==> src/rtl/switch_arbiter.sv <==
// 4-port crossbar arbiter: each output runs its own round-robin search over the
// input ports, grants are registered, and a per-port holdoff masks popped FIFOs.
module switch_arbiter #(
  parameter int HOLDOFF = 1
) (
  input  logic       clk,
  input  logic       rst,
  input  logic       arb_en,
  input  logic [3:0] req,
  input  logic [3:0] pkt_dst0,
  input  logic [3:0] pkt_dst1,
  input  logic [3:0] pkt_dst2,
  input  logic [3:0] pkt_dst3,
  output logic [3:0] grant,
  output logic [3:0] out_valid,
  output logic [1:0] out_sel0,
  output logic [1:0] out_sel1,
  output logic [1:0] out_sel2,
  output logic [1:0] out_sel3,
  output logic [3:0] dst_err
);

  localparam logic [1:0] HOLD_LOAD = 2'(HOLDOFF);

  logic [3:0] dst [4];
  logic [1:0] rr_ptr [4];
  logic [1:0] sel_q [4];
  logic [1:0] hold_cnt [4];
  logic [1:0] sel_port [4];
  logic [3:0] dst_ok;
  logic [3:0] masked;
  logic [3:0] sel_valid;
  logic [3:0] grant_next;
  logic [1:0] idx;
  logic       found;
  logic [1:0] pick;

  assign dst[0]   = pkt_dst0;
  assign dst[1]   = pkt_dst1;
  assign dst[2]   = pkt_dst2;
  assign dst[3]   = pkt_dst3;
  assign out_sel0 = sel_q[0];
  assign out_sel1 = sel_q[1];
  assign out_sel2 = sel_q[2];
  assign out_sel3 = sel_q[3];

  // A port is masked while its grant is on the bus and while its holdoff runs.
  always_comb begin
    dst_ok = 4'b0;
    masked = 4'b0;
    for (int p = 0; p < 4; p++) begin
      dst_ok[p] = (dst[p] != 4'b0) && ((dst[p] & (dst[p] - 4'd1)) == 4'b0);
      masked[p] = grant[p] || (hold_cnt[p] != 2'd0);
    end
  end

  // Round-robin search per output, starting at that output's pointer.
  always_comb begin
    idx        = 2'd0;
    found      = 1'b0;
    pick       = 2'd0;
    sel_valid  = 4'b0;
    grant_next = 4'b0;
    for (int o = 0; o < 4; o++) begin
      sel_port[o] = 2'd0;
    end
    for (int o = 0; o < 4; o++) begin
      found = 1'b0;
      pick  = 2'd0;
      for (int k = 0; k < 4; k++) begin
        idx = rr_ptr[o] + 2'(k);
        if (!found && arb_en && req[idx] && dst_ok[idx] && !masked[idx] && dst[idx][o]) begin
          found = 1'b1;
          pick  = idx;
        end
      end
      sel_valid[o] = found;
      sel_port[o]  = pick;
      if (found) begin
        grant_next[pick] = 1'b1;
      end
    end
  end

  // Holdoff is loaded during the grant cycle so the mask covers HOLDOFF more cycles.
  always_ff @(posedge clk) begin
    if (rst) begin
      grant     <= 4'b0;
      out_valid <= 4'b0;
      dst_err   <= 4'b0;
      for (int i = 0; i < 4; i++) begin
        rr_ptr[i]   <= 2'd0;
        sel_q[i]    <= 2'd0;
        hold_cnt[i] <= 2'd0;
      end
    end else begin
      grant     <= grant_next;
      out_valid <= sel_valid;
      dst_err   <= req & ~dst_ok & ~masked;
      for (int i = 0; i < 4; i++) begin
        if (sel_valid[i]) begin
          sel_q[i]  <= sel_port[i];
          rr_ptr[i] <= sel_port[i] + 2'd1;
        end
        if (grant[i]) begin
          hold_cnt[i] <= HOLD_LOAD;
        end else if (hold_cnt[i] != 2'd0) begin
          hold_cnt[i] <= hold_cnt[i] - 2'd1;
        end
      end
    end
  end

endmodule

==> config.mk <==
export PLATFORM = sky130hd
export DESIGN_NAME = switch_arbiter
export DESIGN_NICKNAME = d
export VERILOG_FILES = /design/src/rtl/switch_arbiter.sv
export SDC_FILE = /design/constraint.sdc
export NUM_CORES = 1
export LEC_CHECK = 0
export ABC_AREA = 0
export CORE_ASPECT_RATIO = 0.8
export CORE_MARGIN = 5
export CORE_UTILIZATION = 30
export DETAILED_ROUTE_END_ITERATION = 10
export PLACE_DENSITY = 0.5
export SYNTH_ARGS = -nofsm -noshare
export SYNTH_HDL_FRONTEND = slang
export SYNTH_SLANG_ARGS = --single-unit
==> constraint.sdc <==
create_clock -name clk -period 2.9 [get_ports clk]
set_input_delay 0.58 -clock clk [delete_from_list [all_inputs] [get_ports clk]]
set_output_delay 0.58 -clock clk [all_outputs]
set_load 0.01 [all_outputs]
# Word-level counts from Yosys, hierarchy flattened
# Memories as Yosys holds them, arrays and structs flattened.
# Index checks and enable logic that the tools add are counted.
[totals]
register_bits = 12
mem_bits_rw = 24
in_bits = 23
output_inout_bits = 20
word_cells = 487
memories = 3
[memory_table]
columns = ["memory", "words", "word_bits", "read_ports", "rd_ports_with_merged_regs", "write_ports", "line_no", "rtl"]
rows = [
  ["hold_cnt", 4, 2, 4, 0, 4, "28", "logic [1:0] hold_cnt [4];"],
  ["rr_ptr", 4, 2, 4, 0, 4, "26", "logic [1:0] rr_ptr [4];"],
  ["sel_q", 4, 2, 4, 0, 4, "27", "logic [1:0] sel_q [4];"],
]
[op_classes]
n_addsub = 24
order_cmp = 40
muxes = 246
bitwise = 43
reduce_logical = 128
[ops]
columns = ["cell", "n"]
rows = [
  ["$bmux 4 s2", 16],
  ["$mux 1", 118],
  ["$bmux 1 s2", 48],
  ["$logic_and 1x1->1", 84],
  ["$mux 2", 40],
  ["$lt 2x3->1 const B", 20],
  ["$ge 3x3->1 const B", 16],
  ["$mux 4", 12],
  ["$not 2->3", 16],
  ["$logic_not 1->1", 28],
  ["$and 4x4->4", 6],
  ["$mux 3", 8],
  ["$add 2x1->2 const B", 8],
  ["$add 2x2->2 const B", 8],
  ["$logic_not 4->1", 4],
  ["$or 1x1->1", 16],
  ["$reduce_bool 4->1", 4],
  ["$sub 4x1->4 const B", 4],
  ["$or 4x4->4", 3],
  ["$demux 1 s2", 4],
  ["$ge 2x1->1 const B", 4],
  ["$not 4->4", 2],
  ["$reduce_bool 2->1", 4],
  ["$sub 2x1->2 const B", 4],
  ["$logic_or 1x1->1", 4],
]

# Longest topological paths before layout
[depth]
depth_word = 42
mapped_depth = 14
ltp_nobuf = 13

# Worst setup path before layout
# No wires, ideal clock.
[synth_path]
kind = "input to register"
from = "in pkt_dst3[2]"
to = "reg grant[3]"
setup_time_ns = 0.122
arrival_time_ns = 3.016
required_ns = 2.778
path_slack_ns = -0.237
cell_stages = 12
path_buffers = 2
cell_sequence = "buf_6 or4b_4 or2_4 a221oi_2 and2_1 buf_4 o311ai_1 a311o_1 ha_1 o21ai_0 a21oi_1 a221o_1"
[synth_rtl]
columns = ["element", "line_no", "rtl"]
rows = [
  ["start, declared", "13", "input logic [3:0] pkt_dst3,"],
  ["end signal, assigned", "97", "grant <= grant_next;"],
  ["end, declared", "14", "output logic [3:0] grant,"],
]

==> results.txt <==
full die area = 12260 um2
Crit path arrival time = 3.19 ns
# H-tree levels = 2
Hold WS = 0.6640 ns
number of fill cells = 953
post-synthesis sequential area ratio = 31.62%
cell family with most CP delay = compound AO/OA/AOI/OAI gates
Final Cycle Share = 104.1%
slew margin rel. = 47.86%
first-pass GRT wire length = 16300 um
GRT overflow = 0
Gate Count Post-Synth = 350
Min Clock Period, post-route = 3.018 ns
Clock Latency Late Sink = 0.29 ns
biggest area consumer among synthesized cells = edfxtp_1
WL final = 10380 um
clock sink total = 36
crit-path max FO = 4
ANT cells = 0
DR vias = 3350
failing checks = setup timing
CTS tree = built
Yosys cell types = 70
final core utilization = 50.95%
router iterations before antenna repair = 5
Fin Clk Skew = 0.004064 ns
Final Max Slew Viols = 0
Slowest-stage cell, CP = or4b_4
# hold bufs at CTS = 0
achievable frequency = 331.4 MHz
Placement Setup Slack = -0.8937 ns
hpwl dp = 7487 um
Area contributors post-synth = edfxtp_1, ha_1, dfxtp_1, nor2_1, nor3_1
share of flip-flops with an asynchronous set or reset = 0%
Syn Area/Cell = 8.683 um2
R2R cell count = 13
Total Routing Usage GR = 16.92%
CP bufs+invs = 2
Largest stage delay, worst path = 0.56 ns
critical path type = in -> reg
top-area cell type share of the netlist area = 23.71%
largest net degree at the start of global routing = 16
clock buffer depth = 2
clk root buf = clkbuf_16
Crit. path cell count = 12
final net count = 553
result of the run = finished with violations
leakage power = 2.093 nW
Worst Path Required = 3.07 ns
syn nets = 393
drt wl/cell = 16.05 um
routability congestion estimate = 0.9189
top_reg_cell synth = edfxtp_1
setup ws final = -0.1175 ns
synthesis-stage register bit count = 36
share of layout cells above drive strength 1 = 41.88%
die width = 122.5 um
Synth top cells by count = nor2_1, edfxtp_1, inv_1
Core Region = 9769 um2
Worst-Margin Slew = 0.7796 ns
critical-path cell list = buf_8, or4b_4, or2_4, buf_4, o32a_1, nand4_1, o311ai_4, a311o_1, ha_2, o21ai_2, a21oi_2, a221o_1
RSZ-0062 raised after global routing = true
count leader, synth = nor2_1
Final Hold Viols = 0
Initial DRC Count = 232
clock-pin transition on the worst setup and hold timing paths = 0.06 ns
PortBufs = 42
worst hold path depth = 1
power density cells = 433.1 nW/um2
IO Pins = 43
antenna-violating nets left = 0
final setup vio count = 5
Max-Cap Viols = 0
Ys Warns = 0
number of synthesized flops with an enable pin = 24
peak supply drop = 0.2092 mV
vias in the first global route = 3181
Setup crit end kind = register
std cell rows = 32
Hold Crit Class = reg -> reg
Syn-to-layout area delta = 63.77%
Post-Synthesis Cell Area = 3039 um2
Setup crit start kind = input pin
DIE HEIGHT = 100.0 um
Initial Util = 31.11%
Inserted Clock Buffers = 5
initial antenna violation count = 0
vias per inst = 5.178
DR DRC count = 0
repair_timing:
| action | CTS | global route |
|---|---|---|
| buffers inserted | 17 | 11 |
| setup endpoints to repair | 17 | 17 |
| gates resized for setup | 94 | 32 |
| pin swaps | 35 | 18 |
state kept, by name, summed over array words and instances (netlist names):
register   flops
sel_q          8
hold_cnt       8
out_valid      4
rr_ptr         8
grant          4
dst_err        4
worst paths after layout:
path	start	to	slack, ns
max	pkt_dst3[3]	grant[3]	-0.12
max reg2reg	hold_cnt[0][6]	grant[3]	-0.05
min	grant[2]	hold_cnt[0][5]	0.66
min reg2reg	grant[2]	hold_cnt[0][5]	0.66
layer usage:
metal / wire [um] / vias up / GRT usage, % / share of wire (%)
met3: 718 / 11 / 3.775 / 6.9
met2: 4481 / 126 / 24.54 / 43
li1: - / 1643 / - / -
met5: 0 / - / 0 / 0
met4: 134 / 0 / 5.336 / 1.3
met1: 5048 / 1570 / 24.83 / 49
cell usage in the layout, fill, tap and decap left out, drive strengths merged, types with 4 or more instances in the layout:
| master | count |
|---|---|
| nor3 | 21 |
| nand2b | 7 |
| nand2 | 22 |
| a21oi | 13 |
| clkdlybuf4s50 | 21 |
| a31oi | 5 |
| and2 | 10 |
| edfxtp | 24 |
| nor2 | 38 |
| and3 | 4 |
| o21ai | 17 |
| buf | 136 |
| nand3b | 5 |
| inv | 23 |
| o311ai | 4 |
| dlygate4sd2 | 9 |
| ha | 20 |
| clkinv | 4 |
| a221o | 5 |
| mux2i | 6 |
| dfxtp | 12 |
| nor4b | 9 |
| nor2b | 5 |
| nor4 | 11 |
| clkbuf | 6 |
| nand3 | 6 |
| or4b | 9 |
metrics by stage:
step | TNS [ns] | instance area [um2] | power, mW | instances
final | -0.4678 | 4977 | 2.155 | 647
after global routing | -1.083 | 4977 | 2.296 | 647
after CTS | -0.1966 | 4778 | 2.077 | 637
after detailed placement | -12.88 | 4335 | 1.456 | 612
after global placement | -12.24 | 4335 | 1.448 | 612
after floorplan | -1.062 | 3074 | 1.095 | 350
where the power goes:
part | switching [mW] | internal [mW]
clock | 0.226 | 0.313
combinational | 0.444 | 0.471
sequential | 0.0487 | 0.652
total | 0.719 | 1.44
cell type report:
type	instances	area, um2	area share [%]
Multi-Input combinational cell	272	2226	44.72
Timing Repair Buffer	171	1391	27.95
Sequential cell	36	960.9	19.31
Tap cell	136	170.2	3.419
Clock buffer	5	125.1	2.514
Inverter	24	90.09	1.810
Clock inverter	3	13.76	0.2765
cells by family (layout without fill, tap and decap cells):
logic type / after synthesis / count (layout) / share of synthesized area [%]
muxes: 8 / 8 / 3.088
DFF: 36 / 36 / 31.62
xor gates and xnor gates: 4 / 4 / 1.153
buffers and inverters: 42 / 203 / 5.846
and+or+nand+nor: 162 / 162 / 30.96
AOI/OAI and AO/OA: 78 / 78 / 19.10
adders and majority gates: 20 / 20 / 8.234
No activity file was read; power rests on OpenSTA's default activity.
